===== src/rtl/ball_hit_detector.sv =====
// Pixel mixer with per-frame ball collision accumulation. Contacts are gathered
// during a frame and reported as pulses and a first-hit coordinate after startOfFrame.
module ball_hit_detector #(
    parameter logic [7:0] TRANSPARENT_ENCODING = 8'hFF,
    parameter logic [7:0] BACKGROUND_RGB       = 8'h00
) (
    input  logic        clk,
    input  logic        resetN,
    input  logic        ball_dr,
    input  logic [7:0]  ball_rgb,
    input  logic        rope_dr,
    input  logic [7:0]  rope_rgb,
    input  logic        player_dr,
    input  logic [7:0]  player_rgb,
    input  logic        wall_dr,
    input  logic [7:0]  wall_rgb,
    input  logic [10:0] pixelX,
    input  logic [10:0] pixelY,
    input  logic        startOfFrame,
    input  logic        collision_enable,
    output logic [7:0]  RGBout,
    output logic        hit_rope,
    output logic        hit_wall,
    output logic        hit_player,
    output logic [10:0] hitX,
    output logic [10:0] hitY,
    output logic        hit_valid
);

    logic [7:0]  mix;
    logic        c_rope, c_wall, c_player, c_any;
    logic        acc_rope, acc_wall, acc_player, acc_first;
    logic        prev_player;
    logic [10:0] acc_X, acc_Y;

    // A pixel carrying the transparent code never wins, even with its request set.
    always_comb begin
        mix = BACKGROUND_RGB;
        if (wall_dr   && wall_rgb   != TRANSPARENT_ENCODING) mix = wall_rgb;
        if (ball_dr   && ball_rgb   != TRANSPARENT_ENCODING) mix = ball_rgb;
        if (rope_dr   && rope_rgb   != TRANSPARENT_ENCODING) mix = rope_rgb;
        if (player_dr && player_rgb != TRANSPARENT_ENCODING) mix = player_rgb;
    end

    assign c_rope   = collision_enable & ball_dr & rope_dr;
    assign c_wall   = collision_enable & ball_dr & wall_dr;
    assign c_player = collision_enable & ball_dr & player_dr;
    assign c_any    = c_rope | c_wall | c_player;

    always_ff @(posedge clk) begin
        if (resetN) begin
            RGBout      <= BACKGROUND_RGB;
            hit_rope    <= 1'b0;
            hit_wall    <= 1'b0;
            hit_player  <= 1'b0;
            hit_valid   <= 1'b0;
            hitX        <= '0;
            hitY        <= '0;
            acc_rope    <= 1'b0;
            acc_wall    <= 1'b0;
            acc_player  <= 1'b0;
            acc_first   <= 1'b0;
            acc_X       <= '0;
            acc_Y       <= '0;
            prev_player <= 1'b0;
        end else begin
            RGBout <= mix;
            if (startOfFrame) begin
                hit_rope    <= acc_rope;
                hit_wall    <= acc_wall;
                hit_player  <= acc_player & ~prev_player;
                prev_player <= acc_player;
                hit_valid   <= acc_first;
                hitX        <= acc_first ? acc_X : 11'd0;
                hitY        <= acc_first ? acc_Y : 11'd0;
                // The boundary cycle's own contacts seed the new frame.
                acc_rope    <= c_rope;
                acc_wall    <= c_wall;
                acc_player  <= c_player;
                acc_first   <= c_any;
                acc_X       <= c_any ? pixelX : 11'd0;
                acc_Y       <= c_any ? pixelY : 11'd0;
            end else begin
                hit_rope   <= 1'b0;
                hit_wall   <= 1'b0;
                hit_player <= 1'b0;
                acc_rope   <= acc_rope   | c_rope;
                acc_wall   <= acc_wall   | c_wall;
                acc_player <= acc_player | c_player;
                if (c_any && !acc_first) begin
                    acc_first <= 1'b1;
                    acc_X     <= pixelX;
                    acc_Y     <= pixelY;
                end
            end
        end
    end

endmodule


===== config.mk =====
export PLATFORM = sky130hd
export DESIGN_NAME = ball_hit_detector
export DESIGN_NICKNAME = d
export VERILOG_FILES = /design/src/rtl/ball_hit_detector.sv
export SDC_FILE = /design/constraint.sdc
export NUM_CORES = 1
export LEC_CHECK = 0
export ABC_AREA = 1
export CORE_MARGIN = 5
export CORE_UTILIZATION = 37
export CTS_CLUSTER_SIZE = 40
export DETAILED_ROUTE_END_ITERATION = 12
export GPL_ROUTABILITY_DRIVEN = 0
export PLACE_DENSITY = 0.68
export RECOVER_POWER = 50
export SETUP_SLACK_MARGIN = 0.1
export SLEW_MARGIN = 10
export SYNTH_ARGS = -nofsm -noshare
export SYNTH_HDL_FRONTEND = slang
export SYNTH_SLANG_ARGS = --single-unit

===== constraint.sdc =====
create_clock -name clk -period 1.95 [get_ports clk]
set_clock_uncertainty 0.05 [all_clocks]
set_input_delay 0.195 -clock clk [delete_from_list [all_inputs] [get_ports clk]]
set_output_delay 0.195 -clock clk [all_outputs]
set_load 0.005 [all_outputs]

==> results.ini <==
[yosys]
synth_area_um2=2740
ys_warn_count=0
yosysSeqAreaShare_pct=44.6
synth.distinct_cells=25
synthesis.nets=427
synth.avg_cell_area_um2=7.51
synth_seq_cells=61
syn_inst=365

[final_layout]
drive_above_1_share_pct=14.1
diodes=0
num-fill-cells=702
nets=524
stdcell_count=566
final_cell_mix=nand2_1, clkdlybuf4s50_1, dfxtp_1
postLayoutCellArea_um2=3970
final_common_cell=nand2_1
postLayoutCoreUtil_pct=55.0
area.growth.synth_to_final_pct=44.9

[cts]
clkTransAtPathRegs_ns=0.07
ctsResizeCount=0
post_cts_buffers=0
clock_sinks=61
insertion_delay_ns=0.34
htreeDepth=3
clockBufferDepth=2
cts_tree=done
cts_made_buffers=9
clock-root-buffer=clkbuf_8
ctsHoldBuffers=0

[floorplanning]
core_area_um2=7210
pin_count=96
die_area_um2=9230
die_y_um=96.1
rows=31
start_util_pct=38.0
die_w_um=96.1

[detailed_routing]
ant_nets=0
wl_per_cell_um=13.1
drc=0
avgViaCountPerCell=4.68
first_iter_violations=69
vias=2649
dr.pass1.iters=4
routed_wl_um=7410

[sta]
slew-limit-headroom_pct=45.9
min_period_ns=1.62
setup_violations=0
slew_viol_final=0
tightestPinTransition_ns=0.811
timing.final.crit_share_pct=83.2
rsz0062_at_grt=false
hold_violations=0
timing.fmax_ghz=0.616
tns_ns=0

[place]
hpwl_um=5460
port_buffers=95
place_area_um2=3800
placedCellCount=550

[worst_setup_path]
cpPeakStageDelay_ns=0.64
cp.buffers_inverters=3
reg2reg_from=acc_first$_SDFFE_PP0P_
crit_family=buffers and inverters
worst_r2r_path_depth=7
worst-endpoint-arrival_ns=1.77
crit_chain=clkdlybuf4s50_1 -> clkbuf_1 -> nor2_8 -> buf_12 -> nand2_2 -> a21oi_2
critical_path.startpoint_type=input pin
rr_endpoint=acc_Y[6]$_SDFFE_PP0P_
reg2reg_slack_ns=0.79
crit_path_end_kind=flip-flop
worstPathRequired_ns=2.10
critPathMaxFanout=14
cp_slowest_cell=clkbuf_1
crit_type=in2reg

[global_routing]
overflow=0
grt_max_degree=50
grt_first_pass_wirelength_um=12000
antenna_found_initial=0
grt_usage_pct=16.9
grt_pass1_vias=2636

[hold_path]
whs_endpoint=RGBout[4]$_SDFF_PP0_
hp-start=resetN
hold_depth=4
hp-class=in2reg

[power_and_ir_drop]
ir_drop_v=0.000497
powerDensity_nw_per_um2=723
p_total_uw=2870
leakagePower_uw=0.00151

[status]
status=complete, no violations

[job]
maxCapViolCount=0

-- flip-flops by register name (all words and copies together) (netlist names) --
| register | flops |
|---|---|
| hitY | 11 |
| acc_Y | 11 |
| acc_rope | 1 |
| hit_wall | 1 |
| acc_player | 1 |
| hit_rope | 1 |
| prev_player | 1 |
| acc_X | 11 |
| hit_valid | 1 |
| acc_wall | 1 |
| hitX | 11 |
| acc_first | 1 |
| hit_player | 1 |
| RGBout | 8 |
-- cell usage after synthesis --
master,instances,share of area (%)
nand2_1,101,14
dfxtp_1,61,45
nand3_1,48,8.8
a21oi_1,38,6.9
nand2_2,21,4.8
a21oi_2,20,6.4
inv_1,18,2.5
clkbuf_1,10,1.4
clkinv_1,10,1.4
nor2_1,8,1.1
o21ai_1,8,1.5
buf_2,4,0.73
buf_6,2,0.82
buf_8,2,1.1
clkbuf_4,2,0.55
nand3_2,2,0.73
nand4_1,2,0.46
buf_4,1,0.27
inv_2,1,0.14
inv_6,1,0.32
nand2_4,1,0.41
nor2_8,1,0.73
nor3_1,1,0.18
o21ai_0,1,0.18
o21ai_2,1,0.32
-- how the worst max path moves through the flow --
stage	start	to	slack, ns	cells past startpoint
CTS	hitY[10]$_SDFFE_PP0P_	hitY[10]	0.48	1
detailed placement	rope_rgb[5]	RGBout[1]$_SDFF_PP0_	0.19	9
global route	startOfFrame	acc_Y[6]$_SDFFE_PP0P_	0.22	6
floorplan	startOfFrame	acc_X[10]$_SDFFE_PP0P_	0.80	9
finish	startOfFrame	acc_Y[6]$_SDFFE_PP0P_	0.33	6
global placement	rope_rgb[5]	RGBout[3]$_SDFF_PP0_	0.27	9
-- per-layer routing --
| layer | vias to the layer above | track usage [%] | share of wire [%] | wire length [µm] |
|---|---|---|---|---|
| li1 | 1367 | - | - | - |
| met1 | 1185 | 21.0 | 45 | 3310 |
| met2 | 76 | 26.9 | 47 | 3470 |
| met3 | 21 | 3.83 | 5.6 | 418 |
| met4 | 0 | 9.12 | 2.8 | 204 |
| met5 | - | 0 | 0 | 0 |
-- layout make-up --
class / instances / area [µm²] / area share (%)
tap: 99 / 124 / 3.12
timing repair buffer: 107 / 1070 / 26.9
clock buffer: 10 / 128 / 3.21
inverter: 30 / 118 / 2.96
sequential: 61 / 1220 / 30.8
clock inverter: 6 / 63.8 / 1.61
multi-input combinational: 253 / 1250 / 31.5
-- where the power goes --
group | total (µW) | internal [µW] | switching (µW)
Clock | 1100 | 587 | 512
Combinational | 454 | 234 | 220
Sequential | 1320 | 1290 | 22.7
-- stage by stage --
step	worst slack (ns)	hold slack [ns]
finish	0.328	0.227
global route	0.221	0.274
floorplan	0.802	0.292
global placement	0.268	0.357
detailed placement	0.189	0.374
CTS	0.476	0.223
-- kinds of logic after synthesis --
logic type / synth area share [%]
compound gates: 15.3
simple gates: 31.0
buf+inv: 9.13
flops: 44.6
-- tightest hold or removal path, delay by kind of cell --
kind | cells | cell delay, ns
buf+inv | 2 | 0.22
compound gates | 2 | 0.15
Power figures use the tool's default switching activity.
==> RTL change, RTL diff (same settings) <==
Make the reset (`resetN`) asynchronous in one clocked block.
--- a/src/rtl/ball_hit_detector.sv
+++ b/src/rtl/ball_hit_detector.sv
@@ -47,7 +47,7 @@
     assign c_player = collision_enable & ball_dr & player_dr;
     assign c_any    = c_rope | c_wall | c_player;
 
-    always_ff @(posedge clk) begin
+    always_ff @(posedge clk or posedge resetN) begin
         if (resetN) begin
             RGBout      <= BACKGROUND_RGB;
             hit_rope    <= 1'b0;
Check against the original RTL: differs if resetN is asserted again (counterexample within 4 cycles, from zero or initial values and one cycle with resetN high); with resetN held inactive, the same outputs for 10 cycles.
==> RTL change against the original RTL <==
- sequential power grew 8%
- final area grew 3.8%
- setup slack gained 140 ps
- critical endpoint is now hitY[5]
- clock power grew 5%
- routed wire length shrank 6.0%
- power grew 12%
- sequential cell count is the same
- critical path type is now flip-flop to output pin
- synthesized area grew 4.3%
- largest cell class is now registers
==> RTL change: results (changes against the original RTL) <==
Outcome
  – Status: complete, no violations

Global route
  – First-pass GRT wire length: 11820 µm (-1.4%)
  – Grt met3 use: 0.04571 (+0.007403)
  – Met1 capacity usage during global routing: 0.1963 (-0.01376)
  – Vias in the first global route: 2494 (-5.4%)
  – Gr usage total: 0.1534 (-0.01509)
  – Met2 Usage GRT: 0.2450 (-0.02352)

Power
  – Maximum VDD drop: 397.9 µV (-20%)
  – Switch share: 0.2539 (-0.009190)
  – Leak: 0.001926 µW (+27%)

Setup path
  – CP Launch Type: flip-flop
  – Setup crit end: hitY[5]
  – Max incr delay on CP: 510 ps (-130 ps)
  – CP Data Arrival Time: 1230 ps (-540 ps)
  – Reg2Reg Depth: 3 (-4)
  – Slowest stage cell, crit path: clkdlybuf4s50_1
  – Worst setup path start: hitY[5]
  – Reg-to-Reg End: hitX[10]
  – Worst Path Max Fanout: 2 (-12)

Final layout
  – Number of fill cells: 736 (+4.8%)
  – Multi-input logic area: 0.001071 mm² (-14%)
  – Signal buf overhead: 0.2468 (-0.02202)
  – Non-clock inverters: 45 (+50%)
  – Multi-input gate share of total cell area: 0.2599 (-0.05466)
  – Share of cells above drive strength 1: 0.1419 (+0.0005488)
  – Finished Layout Cells: 539 (-4.8%)
  – Non-clock buffer count: 103 (-3.7%)
  – ClkCell Share: 0.05100 (+0.002783)
  – Clock buffers: 12 (+2)
  – Count of multi-input gates: 212 (-16%)
  – Reg area: 0.001526 mm² (+25%)
  – Nets: 494 (-5.7%)

Synth
  – Seq/Total Area, Yosys: 0.5342 (+0.08849)
  – Main flop type after synthesis: dfrtp_1
  – Top cells by area, synth: dfrtp_1 (53%), nand2_1 (13%), nand3_1 (6.8%)
  – Asr flop ratio synth: 1.000 (+1.000)
  – Most common library cells after synthesis: nand2_1 (102), dfrtp_1 (61), nand3_1 (39)
  – Cell variety after synth: 22 (-12%)
  – Average size of a mapped cell: 8.634 µm² (+15%)
  – Syn nets: 393 (-8.0%)

Place
  – HPWL Detailed: 5293 µm (-3.1%)
  – Dpl cells: 523 (-4.9%)
  – Placed inst area: 0.003918 mm² (+3.0%)
  – Setup WS pre-CTS: 219.5 ps (+30.81 ps)

Clocking
  – Max Root-Sink Buffers: 2 (unchanged)

Floorplan
  – CORE AREA: 0.007607 mm² (+5.4%)

Drt
  – Met3 WL: 497 µm (+19%)
  – Met2 wire length: 3282 µm (-5.5%)
  – M1 wire length: 3069 µm (-7.4%)
  – WL per Instance: 12.93 µm (-1.2%)
  – 1st-iter DRT viols: 76 (+10%)

STA
  – Worst slew pin tran: 711.9 ps (-98.95 ps)
  – Final critical-path share of the clock period: 0.7580 (-0.07391)
  – Fin Hold WS: 367.7 ps (+140.5 ps)

Worst hold path
  – Worst min-delay path category: input port to asynchronous set/reset pin
[RTL change: cell types whose count changed in the layout (fill, tap and decap cells not counted), moves of 4 or more]
cell / delta
dfrtp_1: +61
dfxtp_1: -61
a21oi_1: -38
a21oi_2: -19
o21ai_2: +19
o21ai_0: +10
inv_1: +9
inv_2: +9
nand2_2: -9
nand3_1: -9
nand3b_1: +8
nand2_1: -7
o21ai_1: +5
clkdlybuf4s50_1: +4
[RTL change: power by group through the flow]
stage | combinational [µW] | clock (µW) | sequential (µW)
floorplan | 301 | 0 | 1450
global placement | 623 | 0 | 1450
detailed placement | 631 | 0 | 1450
CTS | 634 | 1180 | 1430
global route | 689 | 1240 | 1440
finish | 615 | 1160 | 1430
[RTL change: cell families (layout without fill, tap and decap cells)]
kind of cell | count (synthesis) | in the layout | share of synthesized area
DFF | 61 | 61 | 0.5341
AOI/OAI and AO/OA | 45 | 45 | 0.1064
buffers and inverters | 58 | 164 | 0.09107
and+or+nand+nor | 167 | 167 | 0.2684
